<file path="src/rtl/dmem_access_unit.sv">
// dmem_access_unit: load/store engine between the datapath and a req/ack
// data-memory bus. Builds byte enables and lane-replicated write data, runs
// one bus transaction per access, formats load data (sign/zero extension) and
// stalls the pipeline until the access completes or times out.
// Optional feature macro: DMEM_MISALIGN_CHECK_EN (reject misaligned half/word
// accesses without touching the bus and pulse misalign_err).
module dmem_access_unit #(
   parameter int TIMEOUT = 255,
   parameter int TO_W    = 8
) (
   input  logic        clk,
   input  logic        rst,
   input  logic        mem_read,
   input  logic        mem_write,
   input  logic [1:0]  mem_size,
   input  logic        load_unsigned,
   input  logic [31:0] addr,
   input  logic [31:0] store_data,
   output logic [31:0] load_data,
   output logic        stall,
   output logic        bus_req,
   output logic        bus_we,
   output logic [31:0] bus_addr,
   output logic [31:0] bus_wdata,
   output logic [3:0]  bus_be,
   input  logic        bus_ack,
   input  logic [31:0] bus_rdata,
   output logic        timeout_err,
   output logic        misalign_err
);

   typedef enum logic [1:0] {IDLE, REQ, DONE} state_t;

   state_t          state_reg;
   logic [TO_W-1:0] cnt_reg;
   logic [1:0]      lo_reg;
   logic [1:0]      size_reg;
   logic            uns_reg;
   logic            we_reg;

   logic [3:0]      be_next;
   logic [31:0]     wdata_next;
   logic [31:0]     fmt_data;
   logic [7:0]      rbyte [4];
   logic [7:0]      sel_byte;
   logic [15:0]     sel_half;

   // Split the read word into its four byte lanes (lane i = bits 8i+7:8i)
   genvar gi;
   generate
      for (gi = 0; gi < 4; gi++) begin : g_lane
         assign rbyte[gi] = bus_rdata[8*gi +: 8];
      end
   endgenerate

   // Byte enables and replicated write data for the access being requested
   always_comb begin
      be_next    = 4'b1111;
      wdata_next = store_data;
      case (mem_size)
         2'b00: begin
            be_next    = 4'b0001 << addr[1:0];
            wdata_next = {4{store_data[7:0]}};
         end
         2'b01: begin
            be_next    = 4'b0011 << {addr[1], 1'b0};
            wdata_next = {2{store_data[15:0]}};
         end
         default: begin
            be_next    = 4'b1111;
            wdata_next = store_data;
         end
      endcase
   end

`ifdef DMEM_MISALIGN_CHECK_EN
   logic misalign_next;

   // Half accesses must be 2-byte aligned, word accesses 4-byte aligned
   always_comb begin
      misalign_next = ((mem_size == 2'b01) && addr[0]) ||
                      (mem_size[1] && (addr[1:0] != 2'b00));
   end
`else
   assign misalign_err = 1'b0;
`endif

   // Lane selection and extension of the read word using the latched access
   always_comb begin
      sel_byte = rbyte[lo_reg];
      sel_half = lo_reg[1] ? bus_rdata[31:16] : bus_rdata[15:0];
      case (size_reg)
         2'b00:   fmt_data = uns_reg ? {24'd0, sel_byte} : {{24{sel_byte[7]}}, sel_byte};
         2'b01:   fmt_data = uns_reg ? {16'd0, sel_half} : {{16{sel_half[15]}}, sel_half};
         default: fmt_data = bus_rdata;
      endcase
   end

   // Pipeline hold: from the request cycle until the bus access finishes
   assign stall = ((state_reg == IDLE) && (mem_read || mem_write)) || (state_reg == REQ);

   // Access FSM with registered bus outputs, load result and error flags
   always_ff @(posedge clk) begin
      if (rst) begin
         state_reg   <= IDLE;
         cnt_reg     <= '0;
         lo_reg      <= 2'b00;
         size_reg    <= 2'b00;
         uns_reg     <= 1'b0;
         we_reg      <= 1'b0;
         load_data   <= 32'd0;
         bus_req     <= 1'b0;
         bus_we      <= 1'b0;
         bus_addr    <= 32'd0;
         bus_wdata   <= 32'd0;
         bus_be      <= 4'd0;
         timeout_err <= 1'b0;
`ifdef DMEM_MISALIGN_CHECK_EN
         misalign_err <= 1'b0;
`endif
      end else begin
`ifdef DMEM_MISALIGN_CHECK_EN
         misalign_err <= 1'b0;
`endif
         case (state_reg)
            IDLE: begin
               if (mem_read || mem_write) begin
                  lo_reg   <= addr[1:0];
                  size_reg <= mem_size;
                  uns_reg  <= load_unsigned;
                  we_reg   <= mem_write;
`ifdef DMEM_MISALIGN_CHECK_EN
                  if (misalign_next) begin
                     // Rejected access never reaches the bus
                     misalign_err <= 1'b1;
                     load_data    <= 32'd0;
                     state_reg    <= DONE;
                  end else begin
`else
                  begin
`endif
                     bus_req   <= 1'b1;
                     bus_we    <= mem_write;
                     bus_addr  <= {addr[31:2], 2'b00};
                     bus_wdata <= wdata_next;
                     bus_be    <= be_next;
                     cnt_reg   <= '0;
                     state_reg <= REQ;
                  end
               end
            end
            REQ: begin
               if (bus_ack) begin
                  // Ack wins even in the cycle the timeout would fire
                  load_data <= we_reg ? 32'd0 : fmt_data;
                  bus_req   <= 1'b0;
                  state_reg <= DONE;
               end else if (cnt_reg == TO_W'(TIMEOUT - 1)) begin
                  load_data   <= 32'd0;
                  bus_req     <= 1'b0;
                  timeout_err <= 1'b1;
                  state_reg   <= DONE;
               end else begin
                  cnt_reg <= cnt_reg + 1'b1;
               end
            end
            DONE: begin
               state_reg <= IDLE;
            end
            default: begin
               state_reg <= IDLE;
               bus_req   <= 1'b0;
            end
         endcase
      end
   end

endmodule

</file>
<file path="config.mk">
export PLATFORM = sky130hd
export DESIGN_NAME = dmem_access_unit
export DESIGN_NICKNAME = d
export VERILOG_FILES = /design/src/rtl/dmem_access_unit.sv
export SDC_FILE = /design/constraint.sdc
export NUM_CORES = 1
export LEC_CHECK = 0
export BUFFER_PORTS_ARGS = -buffer_cell sky130_fd_sc_hd__buf_2
export CORE_UTILIZATION = 52
export CTS_CLUSTER_DIAMETER = 200
export DETAILED_ROUTE_END_ITERATION = 6
export PLACE_DENSITY = 0.85
export SETUP_SLACK_MARGIN = 0.3
export SKIP_LAST_GASP = 1
export SLEW_MARGIN = 20
export SYNTH_ARGS = -nofsm -noshare
export SYNTH_HDL_FRONTEND = slang
export SYNTH_SLANG_ARGS = --single-unit
</file>
<file path="constraint.sdc">
create_clock -name clk -period 2.7 [get_ports clk]
set_input_delay 0.54 -clock clk [delete_from_list [all_inputs] [get_ports clk]]
set_output_delay 0.54 -clock clk [all_outputs]
set_load 0.02 [all_outputs]
</file>
**After elaboration in Yosys (flattened, before gate mapping)**

Index checks and enable logic that the tools add are counted.

- Bits in registers: 116
- Logic and storage cells: 66
- Bits of input ports: 104
- Output and inout bits: 105

- Equal/unequal tests: 9
- Shift operators: 2
- Reductions and logical operators: 14
- Bitwise operators: 3
- Order comparisons: 1
- Add/subtract/negate cells: 1
- Mux-type cells: 24

Operators by type and width:

| kind | number |
|---|---|
| 2-to-1 mux 32 bit | 5 |
| case mux 32 bit (2 select lines) | 2 |
| 2-to-1 mux 8 bit | 5 |
| binary-select mux 8 bit (select 2 bit) | 1 |
| 2-to-1 mux 16 bit | 1 |
| case mux 8 bit (2 select lines) | 1 |
| adder 8 x 1 -> 8 bit (second input constant) | 1 |
| equality test 8 bit (second input constant) | 1 |
| case mux 4 bit (2 select lines) | 1 |
| equality test 2 x 1 -> 1 bit (second input constant) | 3 |
| logical NOT 2 bit | 3 |
| 2-to-1 mux 2 bit | 3 |
| AND reduction 2 bit | 3 |
| AND reduction 3 bit | 2 |
| inequality test 2 bit (second input constant) | 2 |
| case mux 2 bit (2 select lines) | 1 |
| AND reduction 4 bit | 1 |
| nonzero test 2 bit | 2 |
| << shifter 1 x 2 -> 4 bit (first input constant) | 1 |
| << shifter 2 x 2 -> 4 bit (first input constant) | 1 |
| >= comparator 3 bit (second input constant) | 1 |
| 2-to-1 mux 1 bit | 3 |
| inequality test 3 x 2 -> 1 bit (second input constant) | 1 |
| inverter 2 -> 3 bit | 1 |
| other kinds (6) | 8 |

**Logic depth before layout (Yosys ltp)**

Gate-level depths: netlist of the first run.

- Depth after elaboration: 8
- Depth in mapped cells: 7
- Mapped depth without buffers: 6

**Worst setup path before layout of the first run**

No wires, ideal clock.

- Kind: input -> output
- Start point: in mem_write
- End point: out stall
- Required time: 2.160 ns
- Setup slack: 0.928 ns
- Arrival time: 1.232 ns
- Stages: 4
- Cells stage by stage: or2_4 nand2_1 clkbuf_8 nand2_1

- Cells in the longest elaborated chain, start to end: 3

Ends and longest elaborated chain:

| item | RTL line | RTL |
|---|---|---|
| start: declaration | 14 | `input logic mem_write,` |
| logical OR 1 bit | 100 | `assign stall = ((state_reg == IDLE) && (mem_read \|\| mem_write)) \|\| (state_reg == REQ);` |
| logical AND 1 bit | 100 |  |
| logical OR 1 bit | 100 |  |
| end: declaration | 20 | `output logic stall,` |

No other way between the ends.

**Worst setup path after layout of the first run**

- Start point: reg size_reg[0]
- End point: reg load_data[8]

- Cells in the longest elaborated chain, start to end: 4
- Elaborated cells on any way between the ends: 5

Ends and longest elaborated chain:

| item | RTL line | RTL |
|---|---|---|
| start: declaration | 37 | `logic [1:0] size_reg;` |
| start signal: assignment | 129 | `size_reg <= mem_size;` |
| equality test 2 x 1 -> 1 bit / logical NOT 2 bit (equally long branches) | 92 | `case (size_reg)` |
| case mux 32 bit (2 select lines) (*) | 92 |  |
| 2-to-1 mux 32 bit (*) | 155 | `load_data <= we_reg ? 32'd0 : fmt_data;` |
| 2-to-1 mux 32 bit (*) | 153 | `if (bus_ack) begin` |
| end signal: assignment | 155 |  |
| end: declaration | 19 | `output logic [31:0] load_data,` |

Mark *: on every way between the ends. The rest lies on a longest branch, timed or not.
A chain may end at the register's enable or synchronous reset.

==> results.sh, run 1 <==
export IMPL_outcome="completed"
export IMPL_cp_required_ns=3.10
export IMPL_grt_pass1_wl_um=22000
export IMPL_synth_top_cell_area_share_pct=44.1
export IMPL_syn_inst=606
export IMPL_gp_congestion=0.833
export IMPL_hold_viol=0
export IMPL_reg_largest_list="bus_wdata: 32 flops, load_data: 32 flops, bus_addr: 30 flops"
export IMPL_wire_per_inst_um=15.2
export IMPL_synth_edff_count=0
export IMPL_initial_core_util_pct=53.8
export IMPL_slew_violations=0
export IMPL_intPower_mw=3.81
export IMPL_cp_arrival_ns=2.45
export IMPL_cp_start_kind="register"
export IMPL_synthArstFlopShare_pct=0
export IMPL_numCtsBuffers=17
export IMPL_postCtsResizedCells=0
export IMPL_end_kind="register"
export IMPL_cts_tree="built"
export IMPL_layout_nets=895
export IMPL_power_switching_mw=1.49
export IMPL_numClockSinks=116
export IMPL_clockPowerShare_pct=46.5
export IMPL_rsz0062_at_grt="false"
export IMPL_fin_area_um2=6910
export IMPL_worstPathMaxFanout=14
export IMPL_crit_reg2reg_launch="size_reg[0]"
export IMPL_ios=209
export IMPL_yosys_warnings=0
export IMPL_core_area_um2=9770
export IMPL_io_buffers=205
export IMPL_first_pass_iters=5
export IMPL_p_sw_share_pct=28.1
export IMPL_area_growth_pct=31.3
export IMPL_yosysTopAreaCell="dfxtp_1"
export IMPL_synth_area_um2=5260
export IMPL_whs_endpoint="bus_addr[13]"
export IMPL_p_per_area_nw_per_um2=767
export IMPL_min_from="addr[13]"
export IMPL_hold_buffers=0
export IMPL_ir_worst_vdd_v=0.000458
export IMPL_skew_ns=0.0117
export IMPL_synth_common_cells="127 x nand2_1, 116 x dfxtp_1, 71 x a21oi_1, 37 x nand2b_1, 35 x o21ai_0"
export IMPL_hold_path_class="input pin to register"
export IMPL_num_antenna_cells=0
export IMPL_dpl_cell_area_um2=6250
export IMPL_cts_root_buf="clkbuf_8"
export IMPL_drtIter0Drc=165
export IMPL_crit_reg2reg_capture="load_data[8]"
export IMPL_vias_per_cell=5.49
export IMPL_clock_fmax_mhz=488
export IMPL_insertion_delay_ns=0.51
export IMPL_vias=5134
export IMPL_die_y_um=103
export IMPL_path_class="register to register"
export IMPL_synth_area_per_cell_um2=8.68
export IMPL_seqPwrFrac_pct=36.4
export IMPL_holdPathStages=3
export IMPL_setup_tns_ns=0
export IMPL_route_detailed_drc=0
export IMPL_fp_dieW_um=103
export IMPL_synth_cell_types=54
export IMPL_grt_max_degree=59
export IMPL_dp_hpwl_um=9920
export IMPL_drive_above_1_share_pct=34.5
export IMPL_drtAntennaViolNets=0
export IMPL_min_period_ns=2.05
export IMPL_grt_overflow=0
export IMPL_setup_viol=0
export IMPL_grt_pass1_vias=4785
export IMPL_ctsHtreeMaxLevel=4
export IMPL_ys_seq_elements=116
export IMPL_ys_seq_area_share_pct=44.1
export IMPL_p_leak_nw=3.16
export IMPL_cts_path_max_buffers=2
export IMPL_wl_um=14200
export IMPL_post_cts_setup_buffers=0
export IMPL_fin_crit_sh_pct=76.0
export IMPL_worst_pin_slew_ns=0.697
export IMPL_post_synth_top_count_cell="nand2_1"
export IMPL_grt_usage_pct=26.8
export IMPL_r2r_worst_path_cells=4
export IMPL_num_rows=36
export IMPL_cap_violations=0
export IMPL_antenna_found_initial=1
export IMPL_synth_ff_type="dfxtp_1"
export IMPL_maxSlewHeadroom_pct=53.5
export IMPL_power_share_combinational_pct=17.1
export IMPL_clk_pin_slew_worst_paths_ns=0.06
export IMPL_r2r_slack_ns=0.65
export IMPL_synth_area_leaders="dfxtp_1 44%, nand2_1 9.1%, a21oi_1 6.8%, mux2i_1 5.1%, a32o_1 4.6%"
export IMPL_dieArea_um2=10500
through the flow:
step | setup slack [ns] | hold WS [ns] | total power [mW] | utilization [%] | cells
after floorplan | 0.928 | 0.443 | 2.58 | - | 608
after global placement | 0.681 | 0.441 | 2.84 | 64.0 | 903
after detailed placement | 0.676 | 0.449 | 2.87 | 64.0 | 903
after CTS | 0.662 | 0.241 | 5.34 | 70.7 | 935
after global routing | 0.542 | 0.260 | 5.50 | 70.7 | 935
final | 0.649 | 0.263 | 5.30 | 70.7 | 935
cell families after synthesis:
| logic type | count (synthesis) | synth area share [%] |
|---|---|---|
| other cells | 1 | 0.0713 |
| flops | 116 | 44.1 |
| buf+inv | 58 | 6.02 |
| compound gates | 174 | 22.6 |
| simple gates | 218 | 19.4 |
| fa+ha+maj | 2 | 0.476 |
| mux | 37 | 7.32 |
worst max path at each step:
stage	startpoint	to	slack, ns	cells after the start
after floorplan	mem_write	stall	0.93	4
after global placement	size_reg[0]	load_data[8]	0.68	4
after detailed placement	size_reg[0]	load_data[8]	0.68	4
after CTS	size_reg[0]	load_data[8]	0.66	4
after global routing	size_reg[0]	load_data[8]	0.54	4
final	size_reg[0]	load_data[8]	0.65	4
cell usage in the layout (no fill, tap or decap), drive strengths merged, types with 5 or more instances in the layout:
cell | netlist | routed
buf | 30 | 214
nand2 | 127 | 127
dfxtp | 116 | 116
a21oi | 71 | 71
nand2b | 38 | 38
o21ai | 36 | 36
nor2 | 28 | 28
mux2i | 28 | 28
a32o | 24 | 24
clkbuf | 22 | 18
a211oi | 10 | 10
mux2 | 9 | 9
inv | 6 | 9
a311oi | 8 | 8
nor2b | 7 | 7
o2bb2ai | 7 | 7
nor3 | 5 | 5
bufinv | 0 | 5
clkinv | 0 | 5
final cells by class:
| type | count | area [um2] |
|---|---|---|
| fill | 779 | 2870 |
| multi-input combinational | 434 | 2640 |
| sequential | 116 | 2320 |
| timing repair buffer | 214 | 1110 |
| clock buffer | 18 | 428 |
| clock inverter | 14 | 224 |
| tap | 133 | 166 |
| inverter | 6 | 22.5 |
critical path, stage by stage, from the launching register on:
cell	delay [ns]
dfxtp_1	0.61
nand2b_1	0.55
a2bb2oi_2	0.36
o21ai_0	0.15
a32o_1	0.27
power by group through the flow:
stage               sequential (mW)  combinational [mW]  clock [mW]
global route                   1.94               0.992        2.56
finish                         1.93               0.908        2.46
floorplan                      2.09               0.489           0
global placement               1.96               0.882           0
CTS                            1.93               0.911        2.50
detailed placement             1.96               0.906           0
layer usage:
| layer | up-vias | wire length (um) | GRT usage, % |
|---|---|---|---|
| met4 | 2 | 299 | 11.6 |
| met3 | 31 | 931 | 8.00 |
| met5 | - | 10 | 0 |
| met1 | 2421 | 5750 | 31.1 |
| met2 | 200 | 7180 | 45.7 |
| li1 | 2480 | - | - |
(Power assumes the default switching activity.)
==> run 2, diff against run 1 <==
- ABC_AREA: not set -> 1
- CORE_UTILIZATION: 52 -> 44
- PLACE_DENSITY: 0.85 -> 0.77
- clock period: 2.7 -> 1.6 ns (I/O delays scaled with it)
==> run 2 against run 1 <==
  * Critical path depth rose by 1
  * Synthesized area fell by 2.0%
  * Largest power group unchanged
  * Hold slack got worse by 0.12 ns
  * Via count rose by 13%
  * Register-to-register slack got worse by 0.54 ns
  * Final area rose by 18%
  * Sequential power rose by 73%
  * Critical path type is now register to primary output
  * First-iteration DRC count rose to 3.0 times the previous value
  * Count of clock-buffer cells in the layout rose by 6
  * Power rose by 84%
  * Sequential share of layout area fell by 4.6 points
  * Die area rose by 15%
==> results.sh, run 2 <==
export IMPL_clk_pin_slew_worst_paths_ns=0.05
export IMPL_fin_area_um2=8130
export IMPL_grt_pass1_vias=5381
export IMPL_ios=209
export IMPL_slew_violations=0
export IMPL_fp_dieW_um=110
export IMPL_drtIter0Drc=496
export IMPL_numClockSinks=116
export IMPL_gp_congestion=0.870
export IMPL_cp_arrival_ns=1.25
export IMPL_outcome="completed"
export IMPL_skew_ns=0.00629
export IMPL_maxSlewHeadroom_pct=52.4
export IMPL_post_synth_top_count_cell="nand2_1"
export IMPL_holdPathStages=3
export IMPL_setup_tns_ns=0
export IMPL_synthArstFlopShare_pct=0
export IMPL_dp_cells=1072
export IMPL_cts_path_max_buffers=2
export IMPL_ctsHtreeMaxLevel=4
export IMPL_seq_area_um2=2350
export IMPL_grt_max_degree=35
export IMPL_whs_endpoint="bus_addr[20]"
export IMPL_synth_cell_types=31
export IMPL_first_pass_iters=5
export IMPL_wl_um=17300
export IMPL_synth_common_cells="186 x nand2_1, 128 x nor2_1, 116 x dfxtp_1, 71 x o21ai_0, 65 x a21oi_1"
export IMPL_p_per_area_nw_per_um2=1200
export IMPL_die_y_um=110
export IMPL_fin_hold_ws_ns=0.142
export IMPL_r2r_slack_ns=0.11
export IMPL_synth_area_leaders="dfxtp_1 45%, nand2_1 14%, nor2_1 9.3%, o21ai_0 6.9%, a21oi_1 6.3%"
export IMPL_setup_viol=0
export IMPL_yosys_warnings=0
export IMPL_dp_hpwl_um=10900
export IMPL_ys_seq_area_share_pct=45.1
export IMPL_antenna_found_initial=1
export IMPL_ys_seq_elements=116
export IMPL_syn_inst=732
export IMPL_path_class="register to primary output"
export IMPL_insertion_delay_ns=0.42
export IMPL_wire_per_inst_um=15.2
export IMPL_crit_reg2reg_capture="load_data[9]"
export IMPL_cp_start_kind="register"
export IMPL_io_buffers=205
export IMPL_synth_edff_count=0
export IMPL_synth_area_per_cell_um2=7.04
export IMPL_p_leak_nw=3.86
export IMPL_layout_common_cells="179 x buf_2, 147 x nand2_1, 120 x nor2_1"
export IMPL_area_growth_pct=57.7
export IMPL_cts_root_buf="clkbuf_16"
export IMPL_clock_fmax_mhz=635
export IMPL_synth_ff_type="dfxtp_1"
export IMPL_min_period_ns=1.57
export IMPL_worstPathMaxFanout=3
export IMPL_grt_pass1_wl_um=26300
export IMPL_multi_input_area_um2=2990
export IMPL_fin_crit_sh_pct=98.4
export IMPL_hold_viol=0
export IMPL_final_common_cell="buf_2"
export IMPL_cts_tree="built"
export IMPL_vias_per_cell=5.13
export IMPL_ir_worst_vdd_v=0.000741
export IMPL_synth_top_cell_area_share_pct=45.1
export IMPL_numCtsBuffers=17
export IMPL_drive_above_1_share_pct=45.1
export IMPL_reg_largest_list="bus_wdata: 32 flops, load_data: 32 flops, bus_addr: 30 flops"
export IMPL_cp_required_ns=1.28
export IMPL_hold_path_class="input pin to register"
export IMPL_min_from="addr[20]"
export IMPL_num_rows=39
export IMPL_drtAntennaViolNets=0
export IMPL_vias=5813
export IMPL_r2r_worst_path_cells=11
export IMPL_dpl_cell_area_um2=6490
export IMPL_rsz0062_at_grt="true"
export IMPL_end_kind="primary output"
export IMPL_worst_pin_slew_ns=0.713
export IMPL_final_cells=1134
export IMPL_grt_usage_pct=28.8
export IMPL_synth_area_um2=5150
export IMPL_layout_nets=1083
export IMPL_cap_violations=0
export IMPL_crit_reg2reg_launch="cnt_reg[0]"
export IMPL_dieArea_um2=12100
export IMPL_grt_overflow=0
export IMPL_fill_cells=923
export IMPL_route_detailed_drc=0
export IMPL_core_area_um2=11400
export IMPL_initial_core_util_pct=45.1
export IMPL_yosysTopAreaCell="dfxtp_1"
-- run 2: kinds of logic (layout without fill, tap and decap cells) --
kind of cell	count (synthesis)	in the layout	synth area share (%)
xor gates and xnor gates	3	3	0.510
AOI/OAI and AO/OA	163	163	17.2
adders and majority gates	2	2	0.485
DFF	116	116	45.1
other	1	4	0.0728
buffers and inverters	75	330	6.58
and+or+nand+nor	372	373	30.1
-- run 2: repair_timing --
action,CTS,global route
cloned,6,2
hold buffers,0,0
buffers inserted,15,6
pin swaps,40,8
endpoints found under the hold margin,0,0
resized for setup,153,89
setup endpoints to repair,110,129
-- run 2: worst max-delay path, cell delays in order (launching register included) --
cell	delay, ns
dfxtp_2	0.34
nor2_4	0.13
o21ai_4	0.09
buf_12	0.13
nand2_4	0.04
buf_6	0.10
-- run 2: routing by layer --
metal	part of all wire (%)	track usage [%]	vias up	wire length (um)
li1	-	-	2871	-
met3	7.6	6.82	41	1310
met1	41	36.2	2622	7100
met2	48	46.0	279	8320
met4	3.1	14.9	0	527
met5	0	0	-	0
-- run 2: stage by stage --
stage / setup WS (ns) / util, % / total power, mW
after floorplan: 0.256 / - / 4.66
after global placement: 0.0708 / 56.8 / 5.34
after detailed placement: 0.0603 / 56.8 / 5.37
after CTS: 0.0119 / 68.8 / 9.61
after global routing: -0.0135 / 71.2 / 10.2
final: 0.0255 / 71.2 / 9.76
-- run 2: worst max path at each step --
stage | start | to | slack, ns
6_report | state_reg[0] | stall | 0.03
5_1_grt | state_reg[0] | stall | -0.01
4_1_cts | state_reg[0] | stall | 0.01
3_5_place_dp | state_reg[1] | bus_wdata[27] | 0.06
3_3_place_gp | state_reg[1] | bus_wdata[27] | 0.07
2_1_floorplan | size_reg[1] | load_data[26] | 0.26
-- run 2: area by class of cell --
| type | instances | area share, % |
|---|---|---|
| Antenna cell | 1 | 0.0308 |
| Clock buffer | 24 | 6.05 |
| Clock inverter | 8 | 1.22 |
| Inverter | 33 | 2.06 |
| Multi-Input combinational cell | 544 | 36.8 |
| Sequential cell | 116 | 29.0 |
| Tap cell | 143 | 2.20 |
| Timing Repair Buffer | 265 | 22.7 |
-- run 2: report_power, final --
group          leakage, nW  switching, mW  internal (mW)  total [mW]
combinational         2.60           1.57           1.09        2.66
clock                0.286           1.31           2.45        3.76
sequential           0.966          0.163           3.17        3.34
total                 3.86           3.05           6.71        9.76
